## src/rtl/mem_arb_pkg.sv

```systemverilog
// rtl/mem_arb_pkg.sv - shared types and encodings for the unified memory port arbiter
package mem_arb_pkg;

   typedef enum logic [1:0] {
      IDLE,
      BUSY_I,
      BUSY_D,
      RESP
   } state_t;

   typedef enum logic {
      OWN_I,
      OWN_D
   } owner_t;

   // Matches the decoder's MemRW field; 2'b00 and 2'b11 mean no access.
   localparam logic [1:0] MEMRW_READ  = 2'b10;
   localparam logic [1:0] MEMRW_WRITE = 2'b01;

endpackage

```

## src/rtl/mem_port_arbiter_if.sv

```systemverilog
// rtl/mem_port_arbiter_if.sv - downstream memory port bundle between arbiter (master) and memory (slave)
interface mem_port_arbiter_if #(
   parameter int XLEN = 32
);
   logic              MemReq;
   logic              MemWrite;
   logic [XLEN-1:0]   MemAdr;
   logic [XLEN-1:0]   MemWdata;
   logic [XLEN/8-1:0] MemByteEn;
   logic [XLEN-1:0]   MemRdata;
   logic              MemAck;

   modport master (
      output MemReq, MemWrite, MemAdr, MemWdata, MemByteEn,
      input  MemRdata, MemAck
   );

   modport slave (
      input  MemReq, MemWrite, MemAdr, MemWdata, MemByteEn,
      output MemRdata, MemAck
   );
endinterface

```

## src/rtl/mem_arb_select.sv

```systemverilog
// rtl/mem_arb_select.sv - grant decision (data first) with a streak counter that forces fetch
// after STARVE_LIMIT consecutive data grants taken while fetch was waiting.
module mem_arb_select #(
   parameter int STARVE_LIMIT = 4
) (
   input  logic clk,
   input  logic reset_n,
   input  logic arb_en,
   input  logic ireq,
   input  logic dvalid,
   output logic grant_i,
   output logic grant_d
);
   localparam logic [3:0] LIMIT = 4'(STARVE_LIMIT);

   logic [3:0] streak;

   always_comb begin
      grant_i = 1'b0;
      grant_d = 1'b0;
      if (arb_en) begin
         if (dvalid && !(ireq && streak == LIMIT)) begin
            grant_d = 1'b1;
         end else if (ireq) begin
            grant_i = 1'b1;
         end
      end
   end

   always_ff @(posedge clk or negedge reset_n) begin
      if (!reset_n) begin
         streak <= 4'd0;
      end else if (grant_i) begin
         streak <= 4'd0;
      end else if (grant_d) begin
         if (!ireq) begin
            streak <= 4'd0;
         end else if (streak != LIMIT) begin
            streak <= streak + 4'd1;
         end
      end
   end
endmodule

```

## src/rtl/mem_port_arbiter.sv

```systemverilog
// rtl/mem_port_arbiter.sv - serialises fetch and load/store requests onto one memory port,
// one outstanding transaction at a time.
module mem_port_arbiter
   import mem_arb_pkg::*;
#(
   parameter int XLEN         = 32,
   parameter int STARVE_LIMIT = 4
) (
   input  logic              clk,
   input  logic              reset_n,
   input  logic              IReq,
   input  logic [XLEN-1:0]   IAdr,
   output logic              IAck,
   output logic [XLEN-1:0]   IRdata,
   input  logic              DReq,
   input  logic [1:0]        DMemRW,
   input  logic [XLEN-1:0]   DAdr,
   input  logic [XLEN-1:0]   DWdata,
   input  logic [XLEN/8-1:0] DByteEn,
   output logic              DAck,
   output logic [XLEN-1:0]   DRdata,
   mem_port_arbiter_if.master mem
);
   state_t state, state_nxt;
   owner_t owner;
   logic   dvalid, dwrite, grant_i, grant_d, busy;

   assign dvalid = DReq && (DMemRW == MEMRW_READ || DMemRW == MEMRW_WRITE);
   assign dwrite = (DMemRW == MEMRW_WRITE);
   assign busy   = (state == BUSY_I) || (state == BUSY_D);

   mem_arb_select #(.STARVE_LIMIT(STARVE_LIMIT)) u_sel (
      .clk     (clk),
      .reset_n (reset_n),
      .arb_en  (state == IDLE),
      .ireq    (IReq),
      .dvalid  (dvalid),
      .grant_i (grant_i),
      .grant_d (grant_d)
   );

   always_ff @(posedge clk or negedge reset_n) begin
      if (!reset_n) state <= IDLE;
      else          state <= state_nxt;
   end

   always_comb begin
      state_nxt = state;
      case (state)
         IDLE:           if (grant_d)         state_nxt = BUSY_D;
                         else if (grant_i)    state_nxt = BUSY_I;
         BUSY_I, BUSY_D: if (mem.MemAck)      state_nxt = RESP;
         RESP:                                state_nxt = IDLE;
         default:                             state_nxt = IDLE;
      endcase
   end

   // Request fields are latched at grant so the memory sees a stable request while busy.
   always_ff @(posedge clk or negedge reset_n) begin
      if (!reset_n) begin
         owner         <= OWN_I;
         mem.MemWrite  <= 1'b0;
         mem.MemAdr    <= '0;
         mem.MemWdata  <= '0;
         mem.MemByteEn <= '0;
         IRdata        <= '0;
         DRdata        <= '0;
      end else begin
         if (grant_d) begin
            owner         <= OWN_D;
            mem.MemWrite  <= dwrite;
            mem.MemAdr    <= DAdr;
            mem.MemWdata  <= DWdata;
            mem.MemByteEn <= dwrite ? DByteEn : '1;
         end else if (grant_i) begin
            owner         <= OWN_I;
            mem.MemWrite  <= 1'b0;
            mem.MemAdr    <= IAdr;
            mem.MemWdata  <= '0;
            mem.MemByteEn <= '1;
         end
         if (busy && mem.MemAck) begin
            if (state == BUSY_D) DRdata <= mem.MemWrite ? '0 : mem.MemRdata;
            else                 IRdata <= mem.MemRdata;
         end
      end
   end

   assign mem.MemReq = busy;
   assign IAck       = (state == RESP) && (owner == OWN_I);
   assign DAck       = (state == RESP) && (owner == OWN_D);
endmodule

```

## src/flat_wrapper.sv

```systemverilog
// flat-port wrapper written by rule: the top's interface ports become plain ports
module mem_port_arbiter_flat import mem_arb_pkg::*;
#(
   parameter int XLEN         = 32,
   parameter int STARVE_LIMIT = 4
)
  (clk, reset_n, IReq, IAdr, IAck, IRdata, DReq, DMemRW, DAdr, DWdata, DByteEn, DAck, DRdata, mem_MemReq, mem_MemWrite, mem_MemAdr, mem_MemWdata, mem_MemByteEn, mem_MemRdata, mem_MemAck);
  mem_port_arbiter_if #(.XLEN(XLEN)) mem_i ();
  input  logic clk;
  input  logic reset_n;
  input  logic IReq;
  input  logic [XLEN-1:0] IAdr;
  output logic IAck;
  output logic [XLEN-1:0] IRdata;
  input  logic DReq;
  input  logic [1:0] DMemRW;
  input  logic [XLEN-1:0] DAdr;
  input  logic [XLEN-1:0] DWdata;
  input  logic [XLEN/8-1:0] DByteEn;
  output logic DAck;
  output logic [XLEN-1:0] DRdata;
  output wire logic [$bits(mem_i.MemReq)-1:0] mem_MemReq;
  output wire logic [$bits(mem_i.MemWrite)-1:0] mem_MemWrite;
  output wire logic [$bits(mem_i.MemAdr)-1:0] mem_MemAdr;
  output wire logic [$bits(mem_i.MemWdata)-1:0] mem_MemWdata;
  output wire logic [$bits(mem_i.MemByteEn)-1:0] mem_MemByteEn;
  input wire logic [$bits(mem_i.MemRdata)-1:0] mem_MemRdata;
  input wire logic [$bits(mem_i.MemAck)-1:0] mem_MemAck;
  assign mem_MemReq = mem_i.MemReq;
  assign mem_MemWrite = mem_i.MemWrite;
  assign mem_MemAdr = mem_i.MemAdr;
  assign mem_MemWdata = mem_i.MemWdata;
  assign mem_MemByteEn = mem_i.MemByteEn;
  assign mem_i.MemRdata = mem_MemRdata;
  assign mem_i.MemAck = mem_MemAck;
  mem_port_arbiter #(.XLEN(XLEN), .STARVE_LIMIT(STARVE_LIMIT)) u_core (.clk(clk), .reset_n(reset_n), .IReq(IReq), .IAdr(IAdr), .IAck(IAck), .IRdata(IRdata), .DReq(DReq), .DMemRW(DMemRW), .DAdr(DAdr), .DWdata(DWdata), .DByteEn(DByteEn), .DAck(DAck), .DRdata(DRdata), .mem(mem_i));
endmodule
```

## config.mk

```make
export PLATFORM = sky130hd
export DESIGN_NAME = mem_port_arbiter_flat
export DESIGN_NICKNAME = d
export VERILOG_FILES = /design/src/rtl/mem_arb_pkg.sv /design/src/rtl/mem_port_arbiter_if.sv /design/src/rtl/mem_arb_select.sv /design/src/rtl/mem_port_arbiter.sv /design/src/flat_wrapper.sv
export SDC_FILE = /design/constraint.sdc
export NUM_CORES = 1
export LEC_CHECK = 0
export BUFFER_PORTS_ARGS = -buffer_cell sky130_fd_sc_hd__buf_2
export CAP_MARGIN = 30
export CELL_PAD_IN_SITES_DETAIL_PLACEMENT = 0
export CELL_PAD_IN_SITES_GLOBAL_PLACEMENT = 2
export CORE_MARGIN = 2
export CORE_UTILIZATION = 31
export CTS_BUF_LIST = sky130_fd_sc_hd__clkbuf_2
export DETAILED_ROUTE_END_ITERATION = 12
export PLACE_DENSITY_LB_ADDON = 0.1
export REMOVE_ABC_BUFFERS = 1
export SYNTH_ARGS = -nofsm -noshare
export SYNTH_HDL_FRONTEND = slang
export SYNTH_HIERARCHICAL = 1
export SYNTH_SLANG_ARGS = --single-unit
```

## constraint.sdc

```tcl
create_clock -name clk -period 3.8 [get_ports clk]
set_input_delay 0.76 -clock clk [delete_from_list [all_inputs] [get_ports clk]]
set_output_delay 0.76 -clock clk [all_outputs]
set_load 0.01 [all_outputs]
```

==> results of run 1 <==
[cell families (layout without fill, tap and decap cells)]
logic type / after synthesis / in the layout / synth area share
AOI/OAI and AO/OA: 114 / 114 / 0.122
buffers and inverters: 38 / 320 / 0.0347
xor gates and xnor gates: 1 / 1 / 0.00148
adders and majority gates: 6 / 6 / 0.0127
DFF: 140 / 140 / 0.593
muxes: 64 / 64 / 0.134
and+or+nand+nor: 121 / 121 / 0.101
other: 0 / 4 / 0
[synth_stat cells, drive strengths merged]
cell	instances	area (um^2)
a21o	1	7.51
mux2i	32	320
nand2	71	267
inv	6	22.5
xor2	1	8.76
nor3b	1	7.51
buf	21	141
nand3b	2	27.5
mux2	32	473
clkbuf	11	41.3
o32a	4	40.0
dfrtp	140	3500
and2	1	6.26
a22o	33	289
nand2b	37	231
nor2	2	10.0
ha	6	75.1
nand3	3	20.0
nor2b	3	21.3
and3b	1	8.76
a221o	1	10.0
a21oi	6	30.0
o21ai	69	345
[final cells by class]
type / count / area (um^2)
Inverter: 6 / 22.5
Fill cell: 1848 / 10900
Clock buffer: 17 / 85.1
Antenna cell: 4 / 10.0
Sequential cell: 140 / 3500
Clock inverter: 15 / 236
Multi-Input combinational cell: 306 / 2220
Tap cell: 234 / 293
Timing Repair Buffer: 282 / 1470
[cells in the final DEF (no fill, tap or decap), drive strengths merged, types with 4 or more instances in the layout]
cell type,netlist,routed
buf,21,281
dfrtp,140,140
nand2,71,71
o21ai,69,69
nand2b,37,37
a22o,33,33
mux2i,32,32
mux2,32,32
clkbuf,11,17
inv,6,10
ha,6,6
a21oi,6,6
bufinv,0,5
clkinv,0,5
diode,0,4
o32a,4,4
[flip-flops by register name, indices dropped and copies added, names as in the netlist]
name,count
u_core/mem.MemWrite,1
u_core/DRdata,32
u_core/IRdata,32
u_core/mem.MemAdr,32
u_core/owner,1
u_core/u_sel/streak,4
u_core/mem.MemByteEn,4
u_core/state,2
u_core/mem.MemWdata,32
[routing by layer]
metal / up-vias / routed length, um / GRT usage
li1: 2219 / - / -
met1: 2150 / 7080 / 0.206
met2: 196 / 7340 / 0.253
met3: 23 / 1720 / 0.0750
met4: 6 / 284 / 0.0616
met5: - / 44 / 0
[worst min-delay path, cell delays in order]
cell and delay (ps):
buf_2 70, nand2_1 40, o21ai_0 50
[worst max-delay path by stage]
stage                     depth (start not counted)                            endpoint  slack, ps                        start
after floorplan                                   7  u_core/mem.MemWdata[0]$_DFFE_PN0P_      -2400                    DMemRW[1]
after global placement                            8   u_core/mem.MemAdr[29]$_DFFE_PN0P_       1070                    DMemRW[1]
after detailed placement                          8   u_core/mem.MemAdr[23]$_DFFE_PN0P_       1010                    DMemRW[1]
after CTS                                         3                          mem_MemReq       1170  u_core/state[1]$_DFFE_PN0P_
after global routing                              3                          mem_MemReq       1100  u_core/state[0]$_DFFE_PN0P_
final                                             3                          mem_MemReq       1270  u_core/state[1]$_DFFE_PN0P_
[per-stage QoR]
| stage | instances | TNS (ps) | setup WS, ps | hold WS [ps] |
|---|---|---|---|---|
| 3_5_place_dp | 967 | 0 | 1010 | 467 |
| 4_1_cts | 1000 | 0 | 1170 | 147 |
| 3_3_place_gp | 967 | 0 | 1070 | 459 |
| 2_1_floorplan | 452 | -140060 | -2400 | 464 |
| 5_1_grt | 1002 | 0 | 1100 | 150 |
| 6_report | 1004 | 0 | 1270 | 269 |
[report_power, final]
| part | leakage, uW | internal, uW | total [uW] | switching, uW |
|---|---|---|---|---|
| Clock | 0.000181 | 513 | 1110 | 597 |
| Combinational | 0.00215 | 1330 | 2760 | 1430 |
| Sequential | 0.00174 | 2180 | 2560 | 384 |
| Total | 0.00407 | 4030 | 6430 | 2410 |
==> qor.csv, run 1 <==
stage;metric;value;unit
clock_tree;cts.path.max_buffers;2;
global_routing;grt_overflow_total;0;
setup_path;critPathMaxStageDelay;450;ps
drt;initialDrtViolationCount;218;
drt;firstDrtPassIters;4;
die;fp.dieW;142;um
synth;yosys_warnings;6;
drt;drc;0;
synth;synth_area_per_cell;12.2;um^2
power_and_ir_drop;leakage;0.00407;uW
min_path;hold_start;DAdr[24];
clock_tree;cts_resized;0;
setup_path;cp.required;3040;ps
setup_path;worst-path-buf-inv;2;
setup_path;reg2reg_slack;1390;ps
die;start_util;0.316;
die;core_area;0.0187;mm^2
die;io_pins;275;
synth;seq_area_frac_synth;0.593;
setup_path;crit_path_end_kind;primary output;
placed_design;port_buffers;274;
synth;yosys.cell_types.count;30;
global_routing;antenna_found_initial;6;
die;row_count;50;
global_routing;grt_max_degree;80;
clock_tree;cts_max_level;4;
setup_path;cp_cell_sequence;inv_1 -> ha_1 -> buf_2;
timing;min_period;2530;ps
drt;avgRoutedWirePerCell;16.4;um
setup_path;rr_worst_depth;7;
drt;num_vias;4594;
cells_and_area;fin_nets;898;
drt;routed_wl;16500;um
timing;rsz0062_at_grt;no;
power_and_ir_drop;power_per_cell_area;821;mW/mm^2
power_and_ir_drop;power.total;6430;uW
die;fp.dieH;142;um
timing;fmax;395;MHz
cells_and_area;fin_util;0.419;
timing;slew_headroom;0.524;
timing;max_slew.worst_pin.slew;713;ps
setup_path;r2r_start;u_core/state[0]$_DFFE_PN0P_;
cells_and_area;syn_to_final_growth;32.7;%
power_and_ir_drop;vdd_drop_max;0.358;mV
timing;hold_viol;0;
synth;syn_inst;484;
job;cap_viol_max_count;0;
synth;syn_area;0.00591;mm^2
cells_and_area;fin_area;0.00784;mm^2
clock_tree;clockRootBuffer;clkbuf_2;
clock_tree;cts_buffers;17;
global_routing;grt_first_pass_wirelength;25900;um
synth;ys_ff_latch;140;
placed_design;dp_hpwl;11700;um
clock_tree;cts_tree;done;
drt;via_per_inst;4.58;
timing;min_period_over_period;0.666;
clock_tree;clk_latency;690;ps
setup_path;r2r_end;u_core/mem.MemAdr[3]$_DFFE_PN0P_;
global_routing;grt_pass1_vias;4829;
cells_and_area;drive_above_1_share;0.457;
clock_tree;clk_pin_slew_worst_paths;220;ps
placed_design;gp_congestion;0.785;
timing;fin_skew;47.1;ps
timing;setup_viol;0;
setup_path;path_max_fanout;5;
clock_tree;clock-sinks;140;
run_status;outcome;complete, no violations;
setup_path;critical_path.top_delay_family;flip-flops;
die;die_area;0.0202;mm^2
min_path;min_to;u_core/mem.MemAdr[24]$_DFFE_PN0P_;
global_routing;grtUsageTotal;0.166;
setup_path;crit_path_top_delay_cell;dfrtp_1;
setup_path;arrival;1770;ps
min_path;whs_path_depth;3;
drt;final_antenna_net_count;0;
clock_tree;post-cts-setup-buffers;0;
setup_path;critPathKind;reg -> out;
setup_path;start_kind;flip-flop;
placed_design;placed_area;0.00749;mm^2
min_path;hold_class;in -> reg;
timing;finalMaxSlewViolations;0;
clock_tree;holdBufCountCts;1;
Note: power is estimated with default switching activity, not from simulation.
==> run 2: changes to the inputs <==
--- a/config.mk
+++ b/config.mk
@@ -5,12 +5,13 @@
 export SDC_FILE = /design/constraint.sdc
 export NUM_CORES = 1
 export LEC_CHECK = 0
+export ABC_AREA = 1
 export BUFFER_PORTS_ARGS = -buffer_cell sky130_fd_sc_hd__buf_2
 export CAP_MARGIN = 30
 export CELL_PAD_IN_SITES_DETAIL_PLACEMENT = 0
 export CELL_PAD_IN_SITES_GLOBAL_PLACEMENT = 2
 export CORE_MARGIN = 2
-export CORE_UTILIZATION = 31
+export CORE_UTILIZATION = 24
 export CTS_BUF_LIST = sky130_fd_sc_hd__clkbuf_2
 export DETAILED_ROUTE_END_ITERATION = 12
 export PLACE_DENSITY_LB_ADDON = 0.1
==> constraint.sdc (replaced) <==
create_clock -name clk -period 2.08 [get_ports clk]
set_input_delay 0.416 -clock clk [delete_from_list [all_inputs] [get_ports clk]]
set_output_delay 0.416 -clock clk [all_outputs]
set_load 0.01 [all_outputs]
==> qor.csv, run 2 <==
stage;metric;value;unit;change
synth;synth_compound_area_frac;0.0720;;-0.0502
placed_design;port_buffers;274;;unchanged
synth;synth_most_common_cell;nand2_1;;
drt;num_vias;5792;;+26%
clock_tree;clk_latency;700;ps;about the same
cells_and_area;final_common_cell;nand2_1;;
cells_and_area;fin_nets;1254;;+40%
synth;seq_area_frac_synth;0.604;;+0.0106
global_routing;grt_first_pass_wirelength;31100;um;+20%
synth;synthSimpleGateAreaFrac;0.244;;+0.142
synth;async_reset_ff_frac;1.00;;unchanged
timing;min_period;2010;ps;
die;start_util;0.246;;-0.0700
synth;synth_xor_area_frac;0.00151;;+0.0000265
clock_tree;clockRootBuffer;clkbuf_2;;
cells_and_area;layout_common_cells;296 x nand2_1, 271 x buf_2, 140 x dfrtp_1, 134 x dlygate4sd3_1, 72 x o21ai_0;;
timing;max_slew.worst_pin.slew;436;ps;-277 ps
setup_path;critical_path.top_delay_family;flip-flops;;
placed_design;dp_hpwl;13500;um;+15%
die;io_pins;275;;unchanged
synth;ys_ff_latch;140;;unchanged
global_routing;grt_max_degree;65;;-19%
power_and_ir_drop;p_clk_frac;0.134;;-0.039
global_routing;grt_pass1_vias;6031;;+25%
placed_design;gp_congestion;0.714;;-9.1%
timing;fin_skew;42.1;ps;-5.03 ps
die;die_area;0.0254;mm^2;+26%
synth;syn_inst;676;;+40%
die;row_count;56;;+12%
power_and_ir_drop;switching_power;4680;uW;+95%
drt;initialDrtViolationCount;209;;-4.1%
synth;synth-edff-count;0;;unchanged
cells_and_area;drive_above_1_share;0.320;;-0.137
clock_tree;clk_pin_slew_worst_paths;190;ps;-30 ps
timing;setup_viol;0;;unchanged
timing;rsz0062_at_grt;yes;;
run_status;outcome;complete, no violations;;
clock_tree;cts.path.max_buffers;2;;unchanged
power_and_ir_drop;seqPwrFrac;0.401;;+0.002
synth;ys_top_cells_by_area;dfrtp_1 60%, nand2_1 19%, o21ai_0 6.2%;;
cells_and_area;fin_cells;1442;;+44%
global_routing;grt_overflow_total;0;;unchanged
setup_path;path_max_fanout;2;;-3
die;core_area;0.0236;mm^2;+26%
synth;yosys.area.top_type;dfrtp_1;;
power_and_ir_drop;comb_power_share;0.465;;+0.036
timing;finalMaxSlewViolations;0;;unchanged
drt;final_antenna_net_count;0;;unchanged
clock_tree;cts_tree;done;;
power_and_ir_drop;power_per_cell_area;1200;mW/mm^2;+46%
die;fp.dieH;159;um;+12%
power_and_ir_drop;p_int;6680;uW;+66%
synth;yosys_warnings;6;;unchanged
drt;drc;0;;unchanged
power_and_ir_drop;vdd_drop_max;0.471;mV;+32%
cells_and_area;syn_to_final_growth;63.4;%;
setup_path;worst-path-buf-inv;3;;+1
drt;avgRoutedWirePerCell;13.5;um;-18%
synth;synth_fa_ha_area_frac;0.0129;;+0.000227
setup_path;start_kind;flip-flop;;
die;fp.dieW;159;um;+12%
drt;via_per_inst;4.02;;-12%
setup_path;arrival;1600;ps;-170 ps
synth;synth_mux_area_frac;0;;-0.134
synth;yosys.cell_types.count;22;;-27%
global_routing;grtUsageTotal;0.154;;-0.0118
synth;synth_top_family_by_area;simple AND/OR/NAND/NOR gates;;
timing;fmax;497;MHz;
timing;tns;0;ps;unchanged
synth;synth_area_per_cell;8.58;um^2;-30%
global_routing;antenna_found_initial;1;;-5
job;cap_viol_max_count;0;;unchanged
clock_tree;cts_max_level;4;;unchanged
power_and_ir_drop;leakage;0.00518;uW;+27%
setup_path;crit_path_end_kind;primary output;;
timing;slew_headroom;0.709;;+0.185
timing;hold_viol;0;;unchanged
min_path;hold_class;in -> reg;;
setup_path;crit_path_top_delay_cell;dfrtp_1;;
synth;synth_top_area_frac;0.604;;+0.0106
synth;ys.flop_type;dfrtp_1;;
power_and_ir_drop;p_sw_frac;0.412;;+0.0380
setup_path;cp_cell_sequence;buf_6 -> ha_4 -> inv_2 -> nor2_1 -> buf_2;;
synth;syn_area;0.00580;mm^2;-1.8%
timing;timing.hold.ws;149;ps;-120 ps
setup_path;critPathMaxStageDelay;440;ps;about the same
clock_tree;clock-sinks;140;;unchanged
synth;synth.top_cells.by_count;297 x nand2_1, 140 x dfrtp_1, 72 x o21ai_0;;
placed_design;post-place-cells;1270;;+31%
setup_path;critPathKind;reg -> out;;
setup_path;cp.required;1660;ps;-1380 ps
clock_tree;cts_buffers;17;;unchanged
power_and_ir_drop;power.total;11400;uW;+77%
drt;firstDrtPassIters;4;;unchanged
timing;min_period_over_period;0.968;;
drt;routed_wl;19400;um;+18%
run 2: changes by cell type after synthesis, sizes merged, moves of 7 or more:
cell,delta
nand2b,-37
a22o,-33
inv,+55
nor2,+13
mux2i,-32
mux2,-32
nand2,+228
nor3,+7
nand3,+28
run 2: logic make-up (layout without fill, tap and decap cells):
kind of cell / count (synthesis) / in the layout
AND/OR/NAND/NOR: 355 / 355
flip-flops: 140 / 140
buffers and inverters: 93 / 539
AO/OA/AOI/OAI: 81 / 81
adder cells (fa/ha/maj): 6 / 6
XOR/XNOR: 1 / 1
other: 0 / 1
run 2: final timing paths:
path | start | end | slack, ps | cells past startpoint
worst max-delay path | u_core/state[0]$_DFFE_PN0P_ | IAck | 70 | 5
worst min-delay path | mem_MemAck | u_core/state[1]$_DFFE_PN0P_ | 150 | 5
worst max register to register | u_core/u_sel/streak[0]$_DFFE_PN0P_ | u_core/mem.MemAdr[3]$_DFFE_PN0P_ | 190 | 12
worst min register to register | u_core/mem.MemWdata[1]$_DFFE_PN0P_ | u_core/mem.MemWdata[1]$_DFFE_PN0P_ | 500 | 2
max in group asynchronous | reset_n | u_core/mem.MemWdata[24]$_DFFE_PN0P_ | 1240 | 3
min in group asynchronous | reset_n | u_core/IRdata[23]$_DFFE_PN0P_ | 170 | 2
run 2: layout make-up:
cell class              instances  area, um^2
fillers                      2462       14100
repair buffers                446        3170
diodes                          1        2.50
multi-input cells             443        1970
well taps                     319         399
inverters                      61         229
clock buffers                  18        90.1
flip-flops and latches        140        3500
clock inverters                14         119
run 2: routing by layer:
layer	vias up	wire length, um	track usage
li1	2958	-	-
met1	2609	8940	0.194
met2	203	8810	0.249
met3	22	1390	0.0505
met4	0	303	0.0496
met5	-	0	0
run 2: through the flow:
step / worst slack (ps) / area, um^2 / util
2_1_floorplan: -4260 / 5650 / -
3_3_place_gp: -21.0 / 7830 / 0.332
3_5_place_dp: -89.1 / 7830 / 0.332
4_1_cts: -45.7 / 9430 / 0.399
5_1_grt: -109 / 9480 / 0.401
6_report: 66.9 / 9480 / 0.401
run 2: power groups by stage:
stage / logic (uW) / clock network, uW / registers [uW]
after global routing: 5940 / 1760 / 4720
after detailed placement: 5020 / 0 / 4600
after global placement: 5040 / 0 / 4610
after floorplan: 1800 / 0 / 5200
after CTS: 5300 / 1640 / 4570
final: 5280 / 1520 / 4560
run 2: worst reg2reg max path: cells and delay by family, from the launching register on:
| kind | cells | cell delay [ps] |
|---|---|---|
| buffers and inverters | 5 | 500 |
| flip-flops | 1 | 420 |
| adder cells (fa/ha/maj) | 1 | 140 |
| AND/OR/NAND/NOR | 5 | 610 |
| AO/OA/AOI/OAI | 1 | 210 |
run 2: repair_timing:
item / in CTS / in global routing
endpoints found under the hold margin: 273 / 0
gates resized for setup: 9 / 4
hold buffers: 134 / 0
buffers inserted: 1 / 4
pin swaps: 2 / 3
setup endpoints to repair: 3 / 37
